`src/rtl/tlul_uart_debug_master.sv`:
```
// tlul_uart_debug_master
// Turns a UART byte stream into single-beat 32-bit TL-UL Get/PutFullData
// requests and returns status (plus read data) as bytes.
//
// Frame from host : cmd ('R'=0x52 / 'W'=0x57), addr[7:0..31:24], (W) data[7:0..31:24]
// Reply to host   : status, (R) data[7:0..31:24]
//   status 0x00 ok, 0x01 denied, 0x02 corrupt read data,
//          0x03 misaligned address, 0xFE inter-byte timeout, 0xFF bad command
//
// Ports
//   dbg_clock_i / dbg_reset_i   clock, synchronous active-high reset
//   rx_*                        byte stream from the UART receiver FIFO
//   tx_*                        byte stream to the UART transmitter FIFO
//   dbg_a_* / dbg_d_*           TL-UL master A and D channels
//   busy_o                      high while a frame or transaction is in progress
//
// state  | meaning
// IDLE   | waiting for a command byte
// ADDR   | collecting the 4 address bytes
// DATA   | collecting the 4 write-data bytes
// REQ    | A-channel request offered, waiting for a_ready
// WAIT_D | waiting for the single outstanding D response
// RESP   | shifting reply bytes out to the tx FIFO

module tlul_uart_debug_master #(
    parameter int TL_RS     = 4,
    parameter int TL_SZ     = 4,
    parameter int AW        = 32,
    parameter int SOURCE_ID = 0,
    parameter int TIMEOUT   = 65535
) (
    input  logic             dbg_clock_i,
    input  logic             dbg_reset_i,
    input  logic [7:0]       rx_data_i,
    input  logic             rx_valid_i,
    output logic             rx_ready_o,
    output logic [7:0]       tx_data_o,
    output logic             tx_valid_o,
    input  logic             tx_ready_i,
    output logic [2:0]       dbg_a_opcode,
    output logic [2:0]       dbg_a_param,
    output logic [TL_SZ-1:0] dbg_a_size,
    output logic [TL_RS-1:0] dbg_a_source,
    output logic [AW-1:0]    dbg_a_address,
    output logic [3:0]       dbg_a_mask,
    output logic [31:0]      dbg_a_data,
    output logic             dbg_a_corrupt,
    output logic             dbg_a_valid,
    input  logic             dbg_a_ready,
    input  logic [2:0]       dbg_d_opcode,
    input  logic [1:0]       dbg_d_param,
    input  logic [TL_SZ-1:0] dbg_d_size,
    input  logic [TL_RS-1:0] dbg_d_source,
    input  logic             dbg_d_denied,
    input  logic [31:0]      dbg_d_data,
    input  logic             dbg_d_corrupt,
    input  logic             dbg_d_valid,
    output logic             dbg_d_ready,
    output logic             busy_o
);

    localparam int            TW      = $clog2(TIMEOUT + 1);
    localparam logic [TW-1:0] TO_LAST = TW'(TIMEOUT - 1);
    localparam logic [7:0]    CMD_RD  = 8'h52;
    localparam logic [7:0]    CMD_WR  = 8'h57;

    typedef enum logic [2:0] {
        ST_IDLE,
        ST_ADDR,
        ST_DATA,
        ST_REQ,
        ST_WAIT_D,
        ST_RESP
    } state_e;

    state_e        state_q;
    logic [1:0]    cnt_q;
    logic [TW-1:0] to_q;
    logic [31:0]   addr_q;
    logic [31:0]   wdata_q;
    logic          is_wr_q;
    logic [39:0]   resp_q;     // reply bytes, next byte to send in [7:0]
    logic [2:0]    left_q;     // reply bytes still to send
    logic          rx_ready_q;
    logic          tx_valid_q;
    logic          a_valid_q;
    logic          d_ready_q;

    logic          rx_fire;
    logic [7:0]    d_status;

    assign rx_fire  = rx_valid_i & rx_ready_q;
    assign d_status = dbg_d_denied                ? 8'h01 :
                      (!is_wr_q && dbg_d_corrupt) ? 8'h02 : 8'h00;

    always_ff @(posedge dbg_clock_i) begin
        if (dbg_reset_i) begin
            state_q    <= ST_IDLE;
            cnt_q      <= '0;
            to_q       <= '0;
            addr_q     <= '0;
            wdata_q    <= '0;
            is_wr_q    <= 1'b0;
            resp_q     <= '0;
            left_q     <= '0;
            rx_ready_q <= 1'b0;
            tx_valid_q <= 1'b0;
            a_valid_q  <= 1'b0;
            d_ready_q  <= 1'b0;
        end else begin
            case (state_q)
                ST_IDLE: begin
                    rx_ready_q <= 1'b1;
                    if (rx_fire) begin
                        if (rx_data_i == CMD_RD || rx_data_i == CMD_WR) begin
                            is_wr_q <= (rx_data_i == CMD_WR);
                            cnt_q   <= '0;
                            to_q    <= '0;
                            state_q <= ST_ADDR;
                        end else begin
                            rx_ready_q <= 1'b0;
                            resp_q     <= {32'h0, 8'hFF};
                            left_q     <= 3'd1;
                            tx_valid_q <= 1'b1;
                            state_q    <= ST_RESP;
                        end
                    end
                end

                ST_ADDR, ST_DATA: begin
                    // An accepted byte takes priority over a coinciding timeout.
                    if (rx_fire) begin
                        to_q  <= '0;
                        cnt_q <= cnt_q + 2'd1;
                        if (state_q == ST_ADDR) begin
                            addr_q[{cnt_q, 3'b000} +: 8] <= rx_data_i;
                        end else begin
                            wdata_q[{cnt_q, 3'b000} +: 8] <= rx_data_i;
                        end
                        if (cnt_q == 2'd3) begin
                            if (state_q == ST_ADDR && is_wr_q) begin
                                state_q <= ST_DATA;
                            end else begin
                                rx_ready_q <= 1'b0;
                                // Byte 0 of the address is already stored here.
                                if (addr_q[1:0] != 2'b00) begin
                                    resp_q     <= {32'h0, 8'h03};
                                    left_q     <= 3'd1;
                                    tx_valid_q <= 1'b1;
                                    state_q    <= ST_RESP;
                                end else begin
                                    a_valid_q <= 1'b1;
                                    state_q   <= ST_REQ;
                                end
                            end
                        end
                    end else if (to_q == TO_LAST) begin
                        rx_ready_q <= 1'b0;
                        resp_q     <= {32'h0, 8'hFE};
                        left_q     <= 3'd1;
                        tx_valid_q <= 1'b1;
                        state_q    <= ST_RESP;
                    end else begin
                        to_q <= to_q + TW'(1);
                    end
                end

                ST_REQ: begin
                    if (dbg_a_ready) begin
                        a_valid_q <= 1'b0;
                        d_ready_q <= 1'b1;
                        state_q   <= ST_WAIT_D;
                    end
                end

                ST_WAIT_D: begin
                    if (dbg_d_valid) begin
                        d_ready_q  <= 1'b0;
                        tx_valid_q <= 1'b1;
                        if (is_wr_q) begin
                            resp_q <= {32'h0, d_status};
                            left_q <= 3'd1;
                        end else begin
                            resp_q <= {dbg_d_data, d_status};
                            left_q <= 3'd5;
                        end
                        state_q <= ST_RESP;
                    end
                end

                ST_RESP: begin
                    if (tx_ready_i) begin
                        resp_q <= {8'h00, resp_q[39:8]};
                        left_q <= left_q - 3'd1;
                        if (left_q == 3'd1) begin
                            tx_valid_q <= 1'b0;
                            rx_ready_q <= 1'b1;
                            state_q    <= ST_IDLE;
                        end
                    end
                end

                default: state_q <= ST_IDLE;
            endcase
        end
    end

    assign rx_ready_o    = rx_ready_q;
    assign tx_valid_o    = tx_valid_q;
    assign tx_data_o     = resp_q[7:0];
    assign dbg_a_opcode  = is_wr_q ? 3'd0 : 3'd4;
    assign dbg_a_param   = 3'd0;
    assign dbg_a_size    = TL_SZ'(2);
    assign dbg_a_source  = TL_RS'(SOURCE_ID);
    assign dbg_a_address = addr_q[AW-1:0];
    assign dbg_a_mask    = 4'hF;
    assign dbg_a_data    = wdata_q;
    assign dbg_a_corrupt = 1'b0;
    assign dbg_a_valid   = a_valid_q;
    assign dbg_d_ready   = d_ready_q;
    assign busy_o        = (state_q != ST_IDLE);

    // Response metadata not needed with a single outstanding transaction.
    logic unused_d;
    assign unused_d = ^{dbg_d_opcode, dbg_d_param, dbg_d_size, dbg_d_source, addr_q};

endmodule

```
`config.mk`:
```
export PLATFORM = sky130hd
export DESIGN_NAME = tlul_uart_debug_master
export DESIGN_NICKNAME = d
export VERILOG_FILES = /design/src/rtl/tlul_uart_debug_master.sv
export SDC_FILE = /design/constraint.sdc
export NUM_CORES = 1
export LEC_CHECK = 0
export ABC_AREA = 1
export CAP_MARGIN = 20
export CORE_UTILIZATION = 50
export DETAILED_ROUTE_END_ITERATION = 16
export GPL_TIMING_DRIVEN = 1
export PLACE_DENSITY = 0.77
export SKIP_LAST_GASP = 1
export SYNTH_ARGS = -nofsm -noshare
export SYNTH_HDL_FRONTEND = slang
export SYNTH_SLANG_ARGS = --single-unit
export TNS_END_PERCENT = 30
```
`constraint.sdc`:
```
create_clock -name dbg_clock_i -period 4.3 [get_ports dbg_clock_i]
set_input_delay 1.075 -clock dbg_clock_i [delete_from_list [all_inputs] [get_ports dbg_clock_i]]
set_output_delay 1.075 -clock dbg_clock_i [all_outputs]
set_load 0.01 [all_outputs]
```
Word-level counts from Yosys, hierarchy flattened
Index checks and enable logic that the tools add are counted.

Add/subtract/negate cells: 4. Multiply operators: 0. Divide/modulo/power cells: 0. Magnitude comparators: 0. Equality and inequality tests: 26. Shift operators: 2. Mux-type cells: 77. Bitwise gates (word level): 2. Reductions and logical operators: 24.

Operators by type and width (count): 2-to-1 mux 40 bit (10); case mux 40 bit (4 select lines) (1); 2-to-1 mux 3 bit (22); bitwise mux 32 bit (2); 2-to-1 mux 16 bit (4); case mux 16 bit (2 select lines) (1); variable shift 8 x 7 -> 32 bit (first input constant) (1); indexed part select 8 x 7 -> 32 bit (1); 2-to-1 mux 1 bit (25); != test 2 bit (second input constant) (11); adder 16 x 1 -> 16 bit (second input constant) (1); == test 16 bit (second input constant) (1); == test 8 x 7 -> 1 bit (second input constant) (2); != test 3 bit (second input constant) (5); case mux 3 bit (5 select lines) (1); case mux 3 bit (4 select lines) (1); AND reduction 3 bit (4); AND reduction 6 bit (2); 2-to-1 mux 2 bit (5); AND reduction 10 bit (1); AND reduction 9 bit (1); AND reduction 4 bit (2); nonzero test 2 bit (4); negation 5 -> 7 bit (1); 20 further kinds (26).

Bits in registers: 133. Bits in latches: 0. RAM bits: 0. ROM bits: 0. Input bits: 61. Output and inout bits: 96. Word-level logic and storage cells: 147. Memories kept: 0.

Depth between registers and ports, before layout
Gate-level depths: netlist of the first run.

Word-level depth: 7. Depth in mapped cells: 12. Depth with buffers taken out: 12.

Least setup slack after synthesis of the first run
No wires, ideal clock.

Kind: in2reg. Start point: input rx_valid_i. End point: register resp_q[0]. Setup time: 0.113 ns. Data arrival time: 2.158 ns. Data required time: 4.187 ns. Slack: 2.029 ns. Stages on the path: 11. Path buffers: 1. Path through: nand2_2 inv_1 nand2_1 nor2_1 nor2_2 inv_2 nor2_4 buf_4 nand3_1 nand2_1 nor2_1.

Cells in the longest elaborated chain, start to end: 3. Elaborated cells on any way between the ends: 9. Classes of those cells: eq/ne: 5; mux: 2; bitwise: 1; reduce/logical: 1.

Ends and longest elaborated chain: from (decl) (RTL line 35) `input logic rx_valid_i,`; AND 1 bit * (RTL line 92) `assign rx_fire = rx_valid_i & rx_ready_q;`; != test 3 bit (no source line) (tied with other cells); AND reduction 9 bit (no source line) or case mux 40 bit (4 select lines) (tied branches); to (signal assigned) (RTL line 122) `resp_q <= {32'h0, 8'hFF};`; to (signal assigned) (RTL line 147) `resp_q <= {32'h0, 8'h03};`; to (signal assigned) (RTL line 159) `resp_q <= {32'h0, 8'hFE};`; to (decl) (RTL line 82) `logic [39:0] resp_q;`.

Every way passes the cells marked *; elsewhere a longest branch is shown, timed or not. A chain may end at the register's enable or synchronous reset.

Worst setup path after layout of the first run
Start point: input rx_valid_i. End point: register resp_q[7].

Same word-level chain as after synthesis.

==> results.toml, run 1 <==
[critical_path]
rr_startpoint = "cnt_q[0]"
cp.depth = 11
required_ps = 4610
critical_path.cell_chain = "clkdlybuf4s50_1, nand2_2, inv_1, nor2_2, nand2_1, nand2_1, nor2_4, buf_4, nand3_1, nand2_1, nor2_1"
max_stage_delay_ps = 480
cp_slowest_cell = "clkdlybuf4s50_1"
cp.buffers_inverters = 3
crit_family = "simple AND/OR/NAND/NOR gates"
start_kind = "input pin"
critPathKind = "in -> reg"
cp.arrival_ps = 3300
reg2reg_depth = 7
cp_common_cell = "nand2_1"
cp_max_fo = 24
cp-end-kind = "flop"
r2r_setup_slack_ps = 1820
reg2reg_to = "dbg_a_data[2]"

[floorplanning]
die_y_um = 116
io_pins = 157
die_area_um2 = 13400
row_count = 41
die_x_um = 116
start_util = 0.514
core_um2 = 12600

[placed_design]
routabilityCongestion = 0.885
hpwl_um = 11000
portBuffers = 125
pre_cts_slack_ps = 955

[synthesis]
synth_compound_area_frac = 0.115
synthXorXnorAreaFrac = 0
synth_warnings = 0
ys_seq_area_frac = 0.410
synthAdderAreaFrac = 0.0174
synth_top_family_by_area = "simple AND/OR/NAND/NOR gates"
synthSimpleGateAreaFrac = 0.360
ys_seq_elements = 133
syn-instance-count = 954
synth_mux_area_frac = 0
syn_area_um2 = 6490
syn_avg_cell_area_um2 = 6.80
synthDistinctLibCells = 30

[clock_tree]
clock_path_buffers = 2
cts_resized = 0
postCtsSetupRepairBufs = 0
cts.sinks = 133
cts_buffers = 17
cts-root-buf = "clkbuf_16"
path_clk_slew_ps = 60
clkLatencyLatePin_ps = 420
cts_hold_buf = 0
h-tree-depth = 4
cts_tree = "yes"

[power_and_ir_drop]
peakVddDrop_uv = 355
power.leakage_uw = 0.00330
powerDensity_nw_per_um2 = 567

[global_route]
grt_util_met2 = 0.396
gr-usage-met3 = 0.0575
grt_max_degree = 48
track_usage = 0.252
grt-ovfl-total = 0
antenna_found_initial = 0
met1_usage = 0.338
busiest_layer = "met2"
grt_pass1_wl_um = 26600
grt_pass1_vias = 5579

[cells_and_area]
drive_gt1_frac = 0.0655
diodes = 0
fillers = 1164
fin_nets = 1125
final_common_cell = "nor2_1"
area_growth_pct = 27.9
mostFrequentLayoutCells = "nor2_1 (210), nand2_1 (196), dfxtp_1 (133), clkdlybuf4s50_1 (125), nand3_1 (110)"

[sta]
drv_slew = 0
tightest_slew_ps = 593
setup_ws_ps = 1310
rsz0062_at_grt = "no"
post-route-period-util = 0.695
timing.setup.tns_ps = 0
finalHoldViolations = 0
fin_skew_ps = 8.18
finalSetupViolations = 0
fmax_mhz = 335
slew_headroom = 0.604
period_needed_ps = 2990

[route]
avgRoutedWirePerCell_um = 13.2
vias = 6372
viasPerCell = 5.14
drc = 0
antenna_left = 0
drtIter0Drc = 434
wl_um = 16400
first_pass_iters = 6

[hold_path]
min_from = "dbg_a_address[23]"
hold_path_depth = 2
min_to = "dbg_a_address[23]"
hold_class = "reg -> reg"

[status]
status = "finished, final reports clean"

[run]
drv_cap = 0
through the flow:
step | util | total power [uW] | hold slack [ps] | cells | instance area (um^2)
after floorplan | - | 2890 | 454 | 970 | 6550
after global placement | 0.607 | 3160 | 451 | 1207 | 7660
after detailed placement | 0.607 | 3180 | 455 | 1207 | 7660
after CTS | 0.656 | 4720 | 465 | 1239 | 8280
after global routing | 0.658 | 5040 | 473 | 1240 | 8300
final | 0.658 | 4710 | 463 | 1240 | 8300
worst register-to-register path, cell delays in order (launching register included):
cell	delay, ps
dfxtp_1	630
inv_1	180
ha_1	540
clkinv_1	340
nand3_1	380
nor2_1	110
nand2_1	90
a21oi_1	70
cell type report:
cell class / count / area (um^2) / share of cell area
Clock buffer: 19 / 453 / 0.0546
Clock inverter: 13 / 171 / 0.0207
Inverter: 52 / 195 / 0.0235
Multi-Input combinational cell: 715 / 3260 / 0.393
Sequential cell: 133 / 2660 / 0.321
Tap cell: 172 / 215 / 0.0259
Timing Repair Buffer: 136 / 1340 / 0.162
flip-flops by register name, indices dropped and copies added (netlist names):
signal,flops
resp_q,40
dbg_a_address,32
dbg_a_data,32
to_q,16
left_q,3
state_q,3
cnt_q,2
dbg_a_valid,1
dbg_d_ready,1
is_wr_q,1
rx_ready_o,1
tx_valid_o,1
synth_stat cells, drive strengths merged:
cell type,number,share of area
a22oi,24,0.028
dfxtp,133,0.41
o21ai,37,0.029
inv,49,0.028
nor3,10,0.0077
o211ai,3,0.0035
clkinv,3,0.0017
ha,9,0.017
nand3,112,0.088
clkbuf,24,0.014
or2,2,0.0019
a31oi,2,0.0019
nand4,6,0.0058
nand2,201,0.12
conb,2,0.0012
buf,46,0.053
a21oi,67,0.052
o21bai,1,0.0012
nor2,220,0.13
nor3b,1,0.0012
nand3b,2,0.0023
how the worst max path moves through the flow:
stage | to | slack, ps | startpoint
global placement | resp_q[1] | 970 | rx_valid_i
floorplan | resp_q[0] | 2030 | rx_valid_i
finish | resp_q[7] | 1310 | rx_valid_i
CTS | resp_q[7] | 1310 | rx_valid_i
detailed placement | resp_q[2] | 950 | rx_valid_i
global route | dbg_a_data[28] | 1180 | rx_valid_i
routing by layer:
metal / wire, um / vias to the layer above
met3: 887 / 24
li1: - / 3271
met4: 303 / 0
met1: 7550 / 2880
met2: 7650 / 197
met5: 0 / -
cell families after synthesis:
group	Yosys count
buf+inv	122
simple gates	554
other cells	2
flops	133
compound gates	134
fa+ha+maj	9
power breakdown:
group | total (uW) | internal (uW) | leakage [uW] | switching [uW]
logic | 1670 | 599 | 0.00192 | 1070
clock network | 1520 | 951 | 0.000295 | 572
registers | 1510 | 1410 | 0.00108 | 106
total | 4710 | 2960 | 0.00330 | 1750
(Power assumes the default switching activity.)
==> inputs of run 2 (changes only) <==
CORE_UTILIZATION = 45   (was 50)
PLACE_DENSITY = 0.73   (was 0.77)
clock period = 2.4 ns   (was 4.3 ns; I/O delays follow)
==> run 2 against run 1 <==
Against the previous run:
- first-iteration DRC count increased by 0.92%
- total power increased by 89%
- global-route usage decreased by 2.0 points
- critical endpoint is now busy_o
==> results.toml, run 2 (synthesis results as in run 1) <==
[global_route]
grt-ovfl-total = 0
grt_pass1_wl_um = 27200
grt_max_degree = 52
grt_pass1_vias = 5670
track_usage = 0.232
antenna_found_initial = 0

[power_and_ir_drop]
peakVddDrop_uv = 645
power.leakage_uw = 0.00343
swShare = 0.361
power_frac_seq = 0.305
clkPwrFrac = 0.315
p_sw_uw = 3200
powerDensity_nw_per_um2 = 1040
pwr-share-comb = 0.380
cell_internal_pwr_uw = 5670
power_uw = 8880

[route]
antenna_left = 0
drc = 0
drtIter0Drc = 438
wl_um = 17000
avgRoutedWirePerCell_um = 13.4
first_pass_iters = 7
vias = 6427
viasPerCell = 5.06

[clock_tree]
cts_tree = "yes"
clock_path_buffers = 2
h-tree-depth = 4
clkLatencyLatePin_ps = 430
cts-root-buf = "clkbuf_16"
path_clk_slew_ps = 60
postCtsSetupRepairBufs = 0
cts_buffers = 17
cts.sinks = 133

[sta]
fin_skew_ps = 6.80
fmax_mhz = 447
period_needed_ps = 2240
post-route-period-util = 0.933
drv_slew = 0
finalSetupViolations = 0
timing.setup.tns_ps = 0
rsz0062_at_grt = "no"
finalHoldViolations = 0
setup_ws_ps = 160

[run]
drv_cap = 0

[critical_path]
reg2reg_depth = 7
cp-end-kind = "output port"
cp.arrival_ps = 1640
crit_path_end = "busy_o"
max_stage_delay_ps = 560
rr_startpoint = "cnt_q[1]"
cp.buffers_inverters = 1
cp.depth = 3
setup.worst_path.start = "state_q[0]"
r2r_setup_slack_ps = 300
critPathKind = "reg -> out"
start_kind = "flop"
required_ps = 1800
crit_family = "buffers and inverters"
cp_max_fo = 6
critical_path.cell_chain = "nor2_2, nand2_2, clkdlybuf4s50_1"
cp_slowest_cell = "clkdlybuf4s50_1"
reg2reg_to = "dbg_a_address[3]"

[cells_and_area]
final_common_cell = "nor2_1"
top_register = "resp_q"
mostFrequentLayoutCells = "nor2_1 (210), nand2_1 (195), dfxtp_1 (132), clkdlybuf4s50_1 (125), nand3_1 (110)"
area_growth_pct = 32.0
fin_util = 0.612
drive_gt1_frac = 0.0853
multi_input_area_um2 = 3260
fillers = 1301
fin_nets = 1147
seq_area_um2 = 2660
largest_reg_flops = 40
diodes = 0

[floorplanning]
die_y_um = 122
io_pins = 157
start_util = 0.464
die_x_um = 122
row_count = 43
core_um2 = 14000
die_area_um2 = 14900

[placed_design]
portBuffers = 125
routabilityCongestion = 0.887
hpwl_um = 12100
pre_cts_slack_ps = -23.3

[status]
status = "finished, final reports clean"

[hold_path]
hold_class = "reg -> reg"
==> run 2: power groups by stage <==
stage	Clock, uW	Combinational [uW]	Sequential [uW]
after CTS	2820	3380	2710
after floorplan	0	2450	2720
after global placement	0	3330	2740
after global routing	2940	3780	2740
final	2790	3380	2710
after detailed placement	0	3360	2750
==> run 2: final cells by class <==
class / instances / area share
multi-input combinational: 715 / 0.381
sequential: 133 / 0.311
timing repair buffer: 158 / 0.185
clock buffer: 18 / 0.0501
tap: 180 / 0.0263
clock inverter: 14 / 0.0235
inverter: 52 / 0.0228
==> run 2: worst min-delay path by stage <==
stage / start / to / slack [ps] / cells after the start
floorplan: resp_q[10] / resp_q[10] / 450 / 2
global placement: dbg_a_address[10] / dbg_a_address[10] / 450 / 2
detailed placement: dbg_a_address[26] / dbg_a_address[26] / 460 / 2
CTS: dbg_a_address[26] / dbg_a_address[26] / 460 / 2
global route: dbg_a_address[11] / dbg_a_address[11] / 490 / 2
finish: dbg_a_address[26] / dbg_a_address[26] / 460 / 2
==> run 2: metal layers <==
metal	GRT usage	part of all wire	vias up
met4	0.0678	0.014	0
met3	0.0566	0.054	22
met5	0	0	-
met2	0.370	0.46	189
met1	0.308	0.47	2911
li1	-	-	3305
==> run 2: what timing repair did <==
action,CTS,global route
hold buffers,0,0
setup endpoints to repair,1,1
cloned,0,0
pin swaps,0,0
resized for setup,1,1
==> run 2: stage by stage <==
| stage | instance area [um^2] | instances | hold WS, ps |
|---|---|---|---|
| final | 8560 | 1270 | 461 |
| after CTS | 8560 | 1270 | 465 |
| after global placement | 7930 | 1238 | 451 |
| after global routing | 8560 | 1270 | 488 |
| after floorplan | 6550 | 970 | 454 |
| after detailed placement | 7930 | 1238 | 456 |
==> run 2: tightest hold or removal path: cells and delay by family, from the launching register on <==
family	cells	cell delay (ps)
AOI/OAI and AO/OA	1	50
DFF	1	310
and+or+nand+nor	1	60
